### config.mk
export PLATFORM = sky130hd
export DESIGN_NAME = and_or_exerciser
export DESIGN_NICKNAME = d
export VERILOG_FILES = /design/src/rtl/and_or_exerciser.sv
export SDC_FILE = /design/constraint.sdc
export NUM_CORES = 1
export LEC_CHECK = 0
export ABC_CLOCK_PERIOD_IN_PS = 2900
export CAP_MARGIN = 20
export CORE_MARGIN = 2
export CORE_UTILIZATION = 45
export CTS_BUF_LIST = sky130_fd_sc_hd__clkbuf_8
export DETAILED_ROUTE_END_ITERATION = 10
export HOLD_SLACK_MARGIN = 0.12
export PLACE_DENSITY_LB_ADDON = 0.15
export SKIP_LAST_GASP = 1
export SYNTH_ARGS = -nofsm -noshare
export SYNTH_HDL_FRONTEND = slang
export SYNTH_SLANG_ARGS = --single-unit
### constraint.sdc
create_clock -name clk -period 2.9 [get_ports clk]
set_clock_uncertainty 0.15 [all_clocks]
set_input_delay 0.58 -clock clk [delete_from_list [all_inputs] [get_ports clk]]
set_output_delay 0.58 -clock clk [all_outputs]
set_load 0.03 [all_outputs]
### src/rtl/and_or_exerciser.sv
// and_or_exerciser: sweeps all eight 3-bit patterns into an AND/OR reduction block and scores its responses.
module and_or_exerciser #(
  parameter int SETTLE_CYCLES = 2,
  parameter int ERR_W = 4
) (
  input  logic             clk,
  input  logic             rst,
  input  logic             start,
  output logic             drv_1,
  output logic             drv_2,
  output logic             drv_3,
  input  logic             rsp_and,
  input  logic             rsp_or,
  output logic             busy,
  output logic             done,
  output logic             pass,
  output logic [ERR_W-1:0] err_count,
  output logic [7:0]       fail_vec
);
  typedef enum logic [1:0] {IDLE, RUN, DONE} state_t;
  state_t state;
  logic [2:0] pattern;
  logic [3:0] cnt;
  logic mismatch;
  logic [ERR_W-1:0] err_next;
  always_comb begin
    mismatch = (rsp_and != &pattern) || (rsp_or != |pattern);
    err_next = (mismatch && !(&err_count)) ? err_count + ERR_W'(1) : err_count;
  end
  always_ff @(posedge clk) begin
    if (rst) begin
      state <= IDLE;
      pattern <= '0;
      cnt <= '0;
      {drv_3, drv_2, drv_1} <= '0;
      busy <= 1'b0;
      done <= 1'b0;
      pass <= 1'b0;
      err_count <= '0;
      fail_vec <= '0;
    end else if (state != RUN) begin
      if (start) begin
        state <= RUN;
        pattern <= '0;
        cnt <= '0;
        {drv_3, drv_2, drv_1} <= '0;
        busy <= 1'b1;
        done <= 1'b0;
        pass <= 1'b0;
        err_count <= '0;
        fail_vec <= '0;
      end
    end else if (cnt != 4'(SETTLE_CYCLES)) begin
      cnt <= cnt + 4'd1;
    end else begin
      err_count <= err_next;
      if (mismatch) fail_vec[pattern] <= 1'b1;
      if (pattern != 3'd7) begin
        pattern <= pattern + 3'd1;
        cnt <= '0;
        {drv_3, drv_2, drv_1} <= pattern + 3'd1;
      end else begin
        state <= DONE;
        busy <= 1'b0;
        done <= 1'b1;
        pass <= (err_next == '0);
        {drv_3, drv_2, drv_1} <= '0;
      end
    end
  end
endmodule
# ---- Yosys cells after proc, flatten, opt, wreduce, memory -nomap -nowiden
# Cells that the tools add are included.
dict set report totals {
  reg_bits 27
  output_inout_bits 18
  inputBits 5
  wordCells 82
}
dict set report op_classes {
  muxes 41
  n_lt_le_gt_ge 2
  bitwise_logic 1
  eq_ne 8
  addsub 3
  n_reduce_logical 16
}
# cell n
set ops {}
lappend ops {{8-bit 2-to-1 mux} 4}
lappend ops {{4-bit 2-to-1 mux} 7}
lappend ops {{1-bit 2-to-1 mux} 21}
lappend ops {{3-bit 2-to-1 mux} 4}
lappend ops {{3-bit AND reduction} 4}
lappend ops {{4-bit by 1-bit adder with 4-bit output (second input constant)} 2}
lappend ops {{2-bit 2-to-1 mux} 4}
lappend ops {{8-bit OR} 1}
lappend ops {{2-bit inequality test (second input constant)} 3}
lappend ops {{4-bit zero test} 1}
lappend ops {{3-bit by 4-bit < comparator with 1-bit output (second input constant)} 1}
lappend ops {{4-bit by 2-bit inequality test with 1-bit output (second input constant)} 1}
lappend ops {{2-bit AND reduction} 2}
lappend ops {{4-bit AND reduction} 1}
lappend ops {{2-bit nonzero test} 2}
lappend ops {{3-bit by 1-bit adder with 3-bit output (second input constant)} 1}
lappend ops {{1-bit demux with 3-bit select} 1}
lappend ops {{3-bit by 1-bit >= comparator with 1-bit output (second input constant)} 1}
lappend ops {{3-bit inequality test (second input constant)} 1}
lappend ops {{3-bit nonzero test} 1}
lappend ops {{3-bit OR reduction} 1}
lappend ops {{1-bit logical AND} 2}
lappend ops {{1-bit inequality test} 2}
lappend ops {{2-bit by 1-bit inequality test with 1-bit output (second input constant)} 1}
lappend ops {{other kinds (2)} 2}

# ---- Longest topological paths before layout
# Gate-level depths: netlist of the first run.
dict set report logic_depth {
  ltp_word 9
  depth_mapped 8
  depth_no_buf 7
}

# ---- Worst setup path before layout of the first run
# No wires, ideal clock.
dict set report synth_timing {
  path_type {reg-to-reg}
  from {register pattern[0]}
  to {register pass}
  synth_period_minus_slack_ps 2110
  setup_ps 85
  required_time_ps 2665
  path_stages_with_launch 7
  n_path_buf 0
  path_slack_ps 790
  arrival_time_ps 1876
  path_cell_list {dfxtp_1 ha_1 ha_1 xor2_1 or4_1 a32o_1 o31ai_2}
}
dict set report synth_via {
  elab_chain_len 9
  elab_cells_between_ends 14
  classes_between {4 x eq/ne; 4 x mux; 6 x reduce/logical}
}
# element line_no
set synth_lines {}
lappend synth_lines {{from (decl)} 22} ;# logic [2:0] pattern;
lappend synth_lines {{from (signal assigned)} 59} ;# pattern <= pattern + 3'd1;
lappend synth_lines {{3-bit AND reduction / 3-bit OR reduction (equally long branches)} 27} ;# mismatch = (rsp_and != &pattern) || (rsp_or != |pattern);
lappend synth_lines {{1-bit inequality test} 27}
lappend synth_lines {{1-bit logical OR} 27}
lappend synth_lines {{1-bit logical AND} 28} ;# err_next = (mismatch && !(&err_count)) ? err_count + ERR_W'(1) : err_count;
lappend synth_lines {{4-bit 2-to-1 mux} 28}
lappend synth_lines {{4-bit zero test} 66} ;# pass <= (err_next == '0);
lappend synth_lines {{1-bit 2-to-1 mux} 58} ;# if (pattern != 3'd7) begin
lappend synth_lines {{1-bit 2-to-1 mux} 53} ;# end else if (cnt != 4'(SETTLE_CYCLES)) begin
lappend synth_lines {{1-bit 2-to-1 mux} 41} ;# end else if (state != RUN) begin
lappend synth_lines {{to (signal assigned)} 66}
lappend synth_lines {{to (decl)} 16} ;# output logic pass,
# Several ways; a longest one is shown, not always the timed one. The select of a mux whose other input is x is not followed.
# A chain may end at the register's enable or synchronous reset.

# ---- Worst setup path in the final report of the first run
dict set report layout_timing {
  from {register pattern[0]}
  to {register fail_vec[1]}
}
dict set report layout_via {
  elab_chain_len 8
  elab_cells_between_ends 16
  classes_between {2 x order compare; 2 x eq/ne; 5 x mux; 1 x bitwise; 6 x reduce/logical}
}
# element line_no
set layout_lines {}
lappend layout_lines {{3-bit by 4-bit < comparator with 1-bit output (not written as such) / 3-bit by 1-bit >= comparator with 1-bit output (equally long branches)} 57} ;# if (mismatch) fail_vec[pattern] <= 1'b1;
lappend layout_lines {{1-bit logical AND (not written as such)} 57}
lappend layout_lines {{1-bit 2-to-1 mux (not written as such)} 57}
lappend layout_lines {{1-bit demux with 3-bit select} 57}
lappend layout_lines {{8-bit OR (no source line)} -}
lappend layout_lines {{8-bit 2-to-1 mux} 57}
lappend layout_lines {{8-bit 2-to-1 mux} 53}
lappend layout_lines {{8-bit 2-to-1 mux} 41}
lappend layout_lines {{to (signal assigned)} 40} ;# fail_vec <= '0;
lappend layout_lines {{to (signal assigned)} 51} ;# fail_vec <= '0;
lappend layout_lines {{to (signal, indexed assignment)} 57}
lappend layout_lines {{to (decl)} 18} ;# output logic [7:0] fail_vec
# Several ways; a longest one is shown, not always the timed one. The select of a mux whose other input is x is not followed.

==> results of run 1 <==
Yosys cell counts (2+ instances only):
| master | count |
|---|---|
| nor4b_1 | 2 |
| nor2_1 | 18 |
| nand2_1 | 11 |
| o221ai_1 | 2 |
| nand3_1 | 12 |
| a41oi_1 | 5 |
| inv_1 | 6 |
| mux2_2 | 2 |
| o21a_1 | 4 |
| a21oi_1 | 11 |
| nand2b_1 | 5 |
| or4_1 | 2 |
| ha_1 | 6 |
| a311oi_1 | 2 |
| nor3_1 | 2 |
| dfxtp_1 | 25 |
| clkbuf_1 | 2 |
registers in the layout (all words and copies together) (netlist names):
name,flops
pattern,3
cnt,4
state,2
pass,1
drv_2,1
err_count,4
drv_1,1
drv_3,1
fail_vec,8
area by class of cell:
cell class,instances,area share
clock inverter,1,0.003370
clock buffer,3,0.02780
inverter,6,0.01516
timing repair buffer,23,0.1533
multi-input combinational,100,0.4381
sequential,25,0.3370
tap,30,0.02527
worst paths after layout:
| path | from | to | slack (ns) | depth (start not counted) |
|---|---|---|---|---|
| hold reg to reg | fail_vec[0] | fail_vec[0] | 0.32 | 1 |
| setup / recovery | pattern[0] | fail_vec[1] | 0.48 | 6 |
| setup reg to reg | pattern[0] | fail_vec[1] | 0.48 | 6 |
| hold / removal | fail_vec[0] | fail_vec[0] | 0.32 | 1 |
critical path: stages (launching register included):
cell,delay [ns]
dfxtp_1,0.49
ha_1,0.20
ha_1,0.25
xor2_1,0.39
o21a_1,0.42
nor4b_1,0.31
o21a_1,0.15
report_power, final:
part	leakage (uW)	internal [uW]	switching, uW	total [uW]
registers	0.000202	346	3.25	349
logic	0.000306	18.5	29.2	47.7
clock network	0.0000255	95.9	105	201
routing by layer:
| metal | wire, um | up-vias |
|---|---|---|
| li1 | - | 534 |
| met1 | 1255 | 485 |
| met2 | 1073 | 21 |
| met3 | 92 | 4 |
| met4 | 29 | 0 |
| met5 | 0 | - |
metrics by stage:
| stage | hold slack (ns) | setup WS (ns) | utilization | total power, uW |
|---|---|---|---|---|
| 5_1_grt | 0.3563 | 0.2911 | 0.5941 | 626.8 |
| 3_3_place_gp | 0.3030 | 0.4696 | 0.5756 | 404.2 |
| 2_1_floorplan | 0.3137 | 0.7898 | - | 386.8 |
| 6_report | 0.3232 | 0.4804 | 0.5941 | 598.0 |
| 4_1_cts | 0.3290 | 0.5246 | 0.5941 | 604.3 |
| 3_5_place_dp | 0.3071 | 0.4135 | 0.5756 | 404.6 |
logic make-up (layout without fill, tap and decap cells):
| group | after synthesis | after routing | synth area share |
|---|---|---|---|
| simple gates | 58 | 58 | 0.2482 |
| compound gates | 32 | 32 | 0.1919 |
| flops | 25 | 25 | 0.4171 |
| buf+inv | 10 | 33 | 0.04067 |
| fa+ha+maj | 6 | 6 | 0.06256 |
| xor+xnor | 2 | 2 | 0.02086 |
| mux | 2 | 2 | 0.01877 |
==> results.ini, run 1 <==
[clock_tree]
cts_sinks = 25
post_cts_resized = 0
clkTransAtPathRegs_ns = 0.08
cts_root_buf = clkbuf_8
cts.path.max_buffers = 2
htreeDepth = 1
cts_inserted_buffers = 3
cts_tree = done
cts_post_setup_buffers_inserted = 0
holdBufCountCts = 0
clk-insertion-delay-late_ns = 0.26

[global_routing]
met2_usage = 0.2534
grt_pass1_wl_mm = 4.222
overflow = 0
grt_busiest_layer = met2
grt_max_degree = 15
grt_antenna_before_repair = 0
grt_usage = 0.1678
use_met1 = 0.2299
grt_util_met3 = 0.03488
grt_pass1_vias = 967

[finish]
syn2layout_area_growth_pct = 23.77
nets = 170
fillers = 222
multi_input_area_um2 = 650.6
fin_cells = 188
finalInstanceArea_um2 = 1485
diodes = 0
final_common_cell = dfxtp_1
final_cell_mix = dfxtp_1 (25), clkdlybuf4s50_1 (22), nor2_1 (18)
drive_above_1_share = 0.08228
seq_area_um2 = 500.5

[routing]
ant_nets = 0
drt_first_pass_iters = 4
num_vias = 1044
drc = 0
wl_per_cell_um = 13.04
wl_mm = 2.451
via_per_inst = 5.553
drt_iter0_drc = 23

[sta]
fin_tns_setup_ns = 0
rsz0062_at_grt = false
setup_viol = 0
finalMaxSlewViolations = 0
slew_headroom = 0.6065
fin_crit_ns = 2.420
hold_viol = 0
fmax_mhz = 413.3
worst_pin_slew_ns = 0.5902
period_share = 0.8344

[synthesis]
synth_area_leaders = dfxtp_1 (42%), ha_1 (6.3%), nor2_1 (5.6%)
synth-edff-count = 0
synth_ff_type = dfxtp_1
synth-seq-cells = 25
yosysTopAreaCell = dfxtp_1
synth.net_count = 146
synth_top_area_share = 0.4171
ys_warn_count = 0
async_reset_ff_frac = 0
synth.avg_cell_area_um2 = 8.888
yosysUniqueCellTypes = 35
synthesis.area_um2 = 1200
ys_seq_area_frac = 0.4171
synth_cells = 135

[floorplanning]
die_area_um2 = 3095
fp.dieH_um = 55.64
start_util = 0.4800
coreArea_um2 = 2500
rows = 18
io-pin-count = 23
dieWidth_um = 55.64

[setup_path]
critPathLaunchType = register
path_max_fanout = 12
path_class = register to register
cp.arrival_ns = 2.48
cp_data_required_time_ns = 2.96
endpoint_kind = register

[place]
place_congestion = 0.8156
dp.cells = 184
placed_cell_area_um2 = 1439
dpl.hpwl_mm = 1.846
io_buffers = 22

[power_and_ir_drop]
p_leak_uw = 0.0005329
ir_worst_vdd_mv = 0.2976
powerDensity_nw_per_um2 = 402.7

[min_path]
min_path_type = register to register

[run_status]
outcome = finished clean

[job]
drv_cap = 0

(Power assumes the default switching activity.)
==> inputs of run 2 (changes only) <==
ABC_CLOCK_PERIOD_IN_PS = 2500   (was 2900)
clock period = 2.5 ns   (was 2.9 ns; I/O delays follow)
==> run 2 against run 1 <==
  * Core utilization rose by 0.70 points
  * Critical path depth unchanged
  * Final cell count up 1.1%
  * Register-to-register slack worse by 0.29 ns
  * Sequential share of layout area is 0.39 points lower
  * Worst setup slack worse by 0.29 ns
  * Critical endpoint is now err_count[3]
  * Highest routed layer unchanged
==> results.ini, run 2 (synthesized netlist as in run 1, its figures left out) <==
[place]
io_buffers = 22  ; unchanged
dpl.hpwl_mm = 1.989  ; +7.7%
place_congestion = 0.8467  ; +3.8%

[routing]
via_per_inst = 5.642  ; +1.6%
drt_first_pass_iters = 4  ; unchanged
drc = 0  ; unchanged
drt_iter0_drc = 17  ; -26%
wl_mm = 2.673  ; +9.1%
wl_per_cell_um = 14.07  ; +7.9%
ant_nets = 0  ; unchanged
num_vias = 1072  ; +2.7%

[sta]
fin_crit_ns = 2.309  ; -0.1105 ns
finalMaxSlewViolations = 0  ; unchanged
worst_pin_slew_ns = 0.4989  ; -0.09126 ns
hold_viol = 0  ; unchanged
fin_tns_setup_ns = 0  ; unchanged
setup_viol = 0  ; unchanged
fmax_mhz = 433.1  ; +4.8%
rsz0062_at_grt = false
period_share = 0.9237  ; +0.08929
slew_headroom = 0.6674  ; +0.06084

[setup_path]
reg2reg_depth = 6  ; unchanged
critPathLaunchType = register
cp.arrival_ns = 2.34  ; -0.14 ns
cp_data_required_time_ns = 2.53  ; -0.43 ns
endpoint_kind = register
path_class = register to register
path_max_fanout = 8  ; -4

[finish]
diodes = 0  ; unchanged
top_register = fail_vec
nets = 172  ; +1.2%
syn2layout_area_growth_pct = 25.23
top_regs = fail_vec x8, cnt x4, err_count x4
final_cell_mix = dfxtp_1 (25), clkdlybuf4s50_1 (22), nor2_1 (18)
largest_reg_flops = 8  ; unchanged
drive_above_1_share = 0.09375  ; +0.01147
final_common_cell = dfxtp_1

[global_routing]
grt_antenna_before_repair = 0  ; unchanged
grt_pass1_wl_mm = 4.429  ; +4.9%
grt_max_degree = 16  ; +1
grt_usage = 0.1788  ; +0.01103
overflow = 0  ; unchanged
grt_pass1_vias = 974  ; +0.72%

[floorplanning]
dieWidth_um = 55.64  ; unchanged
fp.dieH_um = 55.64  ; unchanged
coreArea_um2 = 2500  ; unchanged
start_util = 0.4800  ; unchanged
die_area_um2 = 3095  ; unchanged
rows = 18  ; unchanged
io-pin-count = 23  ; unchanged

[clock_tree]
cts_tree = done
holdBufCountCts = 0  ; unchanged
cts_sinks = 25  ; unchanged
clkTransAtPathRegs_ns = 0.09  ; about the same
post_cts_resized = 0  ; unchanged
cts_inserted_buffers = 3  ; unchanged
cts_root_buf = clkbuf_8
clk-insertion-delay-late_ns = 0.27  ; about the same
cts.path.max_buffers = 2  ; unchanged
htreeDepth = 1  ; unchanged
cts_post_setup_buffers_inserted = 0  ; unchanged

[power_and_ir_drop]
power.total_uw = 709.6  ; +19%
ir_worst_vdd_mv = 0.3550  ; +19%
p_leak_uw = 0.0005401  ; +1.3%
powerDensity_nw_per_um2 = 472.2  ; +17%

[job]
drv_cap = 0  ; unchanged

[min_path]
min_path_type = register to register
min_path_cells = 1  ; unchanged

[run_status]
outcome = finished clean

[run 2: changes by cell type in the layout (fill, tap and decap cells not counted), sizes merged]
cell	previous run	this run
clkinv	1	0
buf	1	3
clkinvlp	0	1
[run 2: power breakdown]
| part | switching, uW | internal, uW |
|---|---|---|
| combinational | 34.8 | 21.5 |
| clock | 135 | 113 |
| sequential | 3.80 | 401 |
| total | 174 | 536 |
[run 2: worst paths after layout]
check              start  slack, ns            to
max           pattern[0]       0.19  err_count[3]
min          fail_vec[1]       0.33   fail_vec[1]
max reg2reg   pattern[0]       0.19  err_count[3]
min reg2reg  fail_vec[1]       0.33   fail_vec[1]
[run 2: cell type report]
type	instances	area (um2)
fill	224	997.2
multi-input combinational	100	650.6
sequential	25	500.5
timing repair buffer	25	242.7
clock buffer	3	41.29
tap	30	37.54
inverter	6	22.52
clock inverter	1	7.507
[run 2: worst max-delay path, cell delays in order (launching register included)]
cell	delay [ns]
dfxtp_1	0.48
ha_1	0.19
ha_1	0.24
xor2_1	0.41
o21a_1	0.31
a41oi_1	0.14
a311oi_1	0.28
[run 2: per-stage QoR]
stage                     setup slack [ns]  hold WS (ns)    util  instance area [um2]  std cells
after floorplan                     0.3898        0.3137       -                 1200        135
after global placement              0.2352        0.2997  0.5816                 1454        186
after detailed placement            0.1233        0.3076  0.5816                 1454        186
after CTS                           0.1767        0.3326  0.6011                 1503        190
after global routing               0.02294        0.3402  0.6011                 1503        190
final                               0.1909        0.3253  0.6011                 1503        190
[run 2: metal layers]
metal / vias up / global-route usage / part of all wire
met5: - / 0 / 0
met4: 0 / 0.09059 / 0.015
met3: 5 / 0.03953 / 0.040
met2: 20 / 0.2738 / 0.47
met1: 506 / 0.2368 / 0.47
li1: 541 / - / -
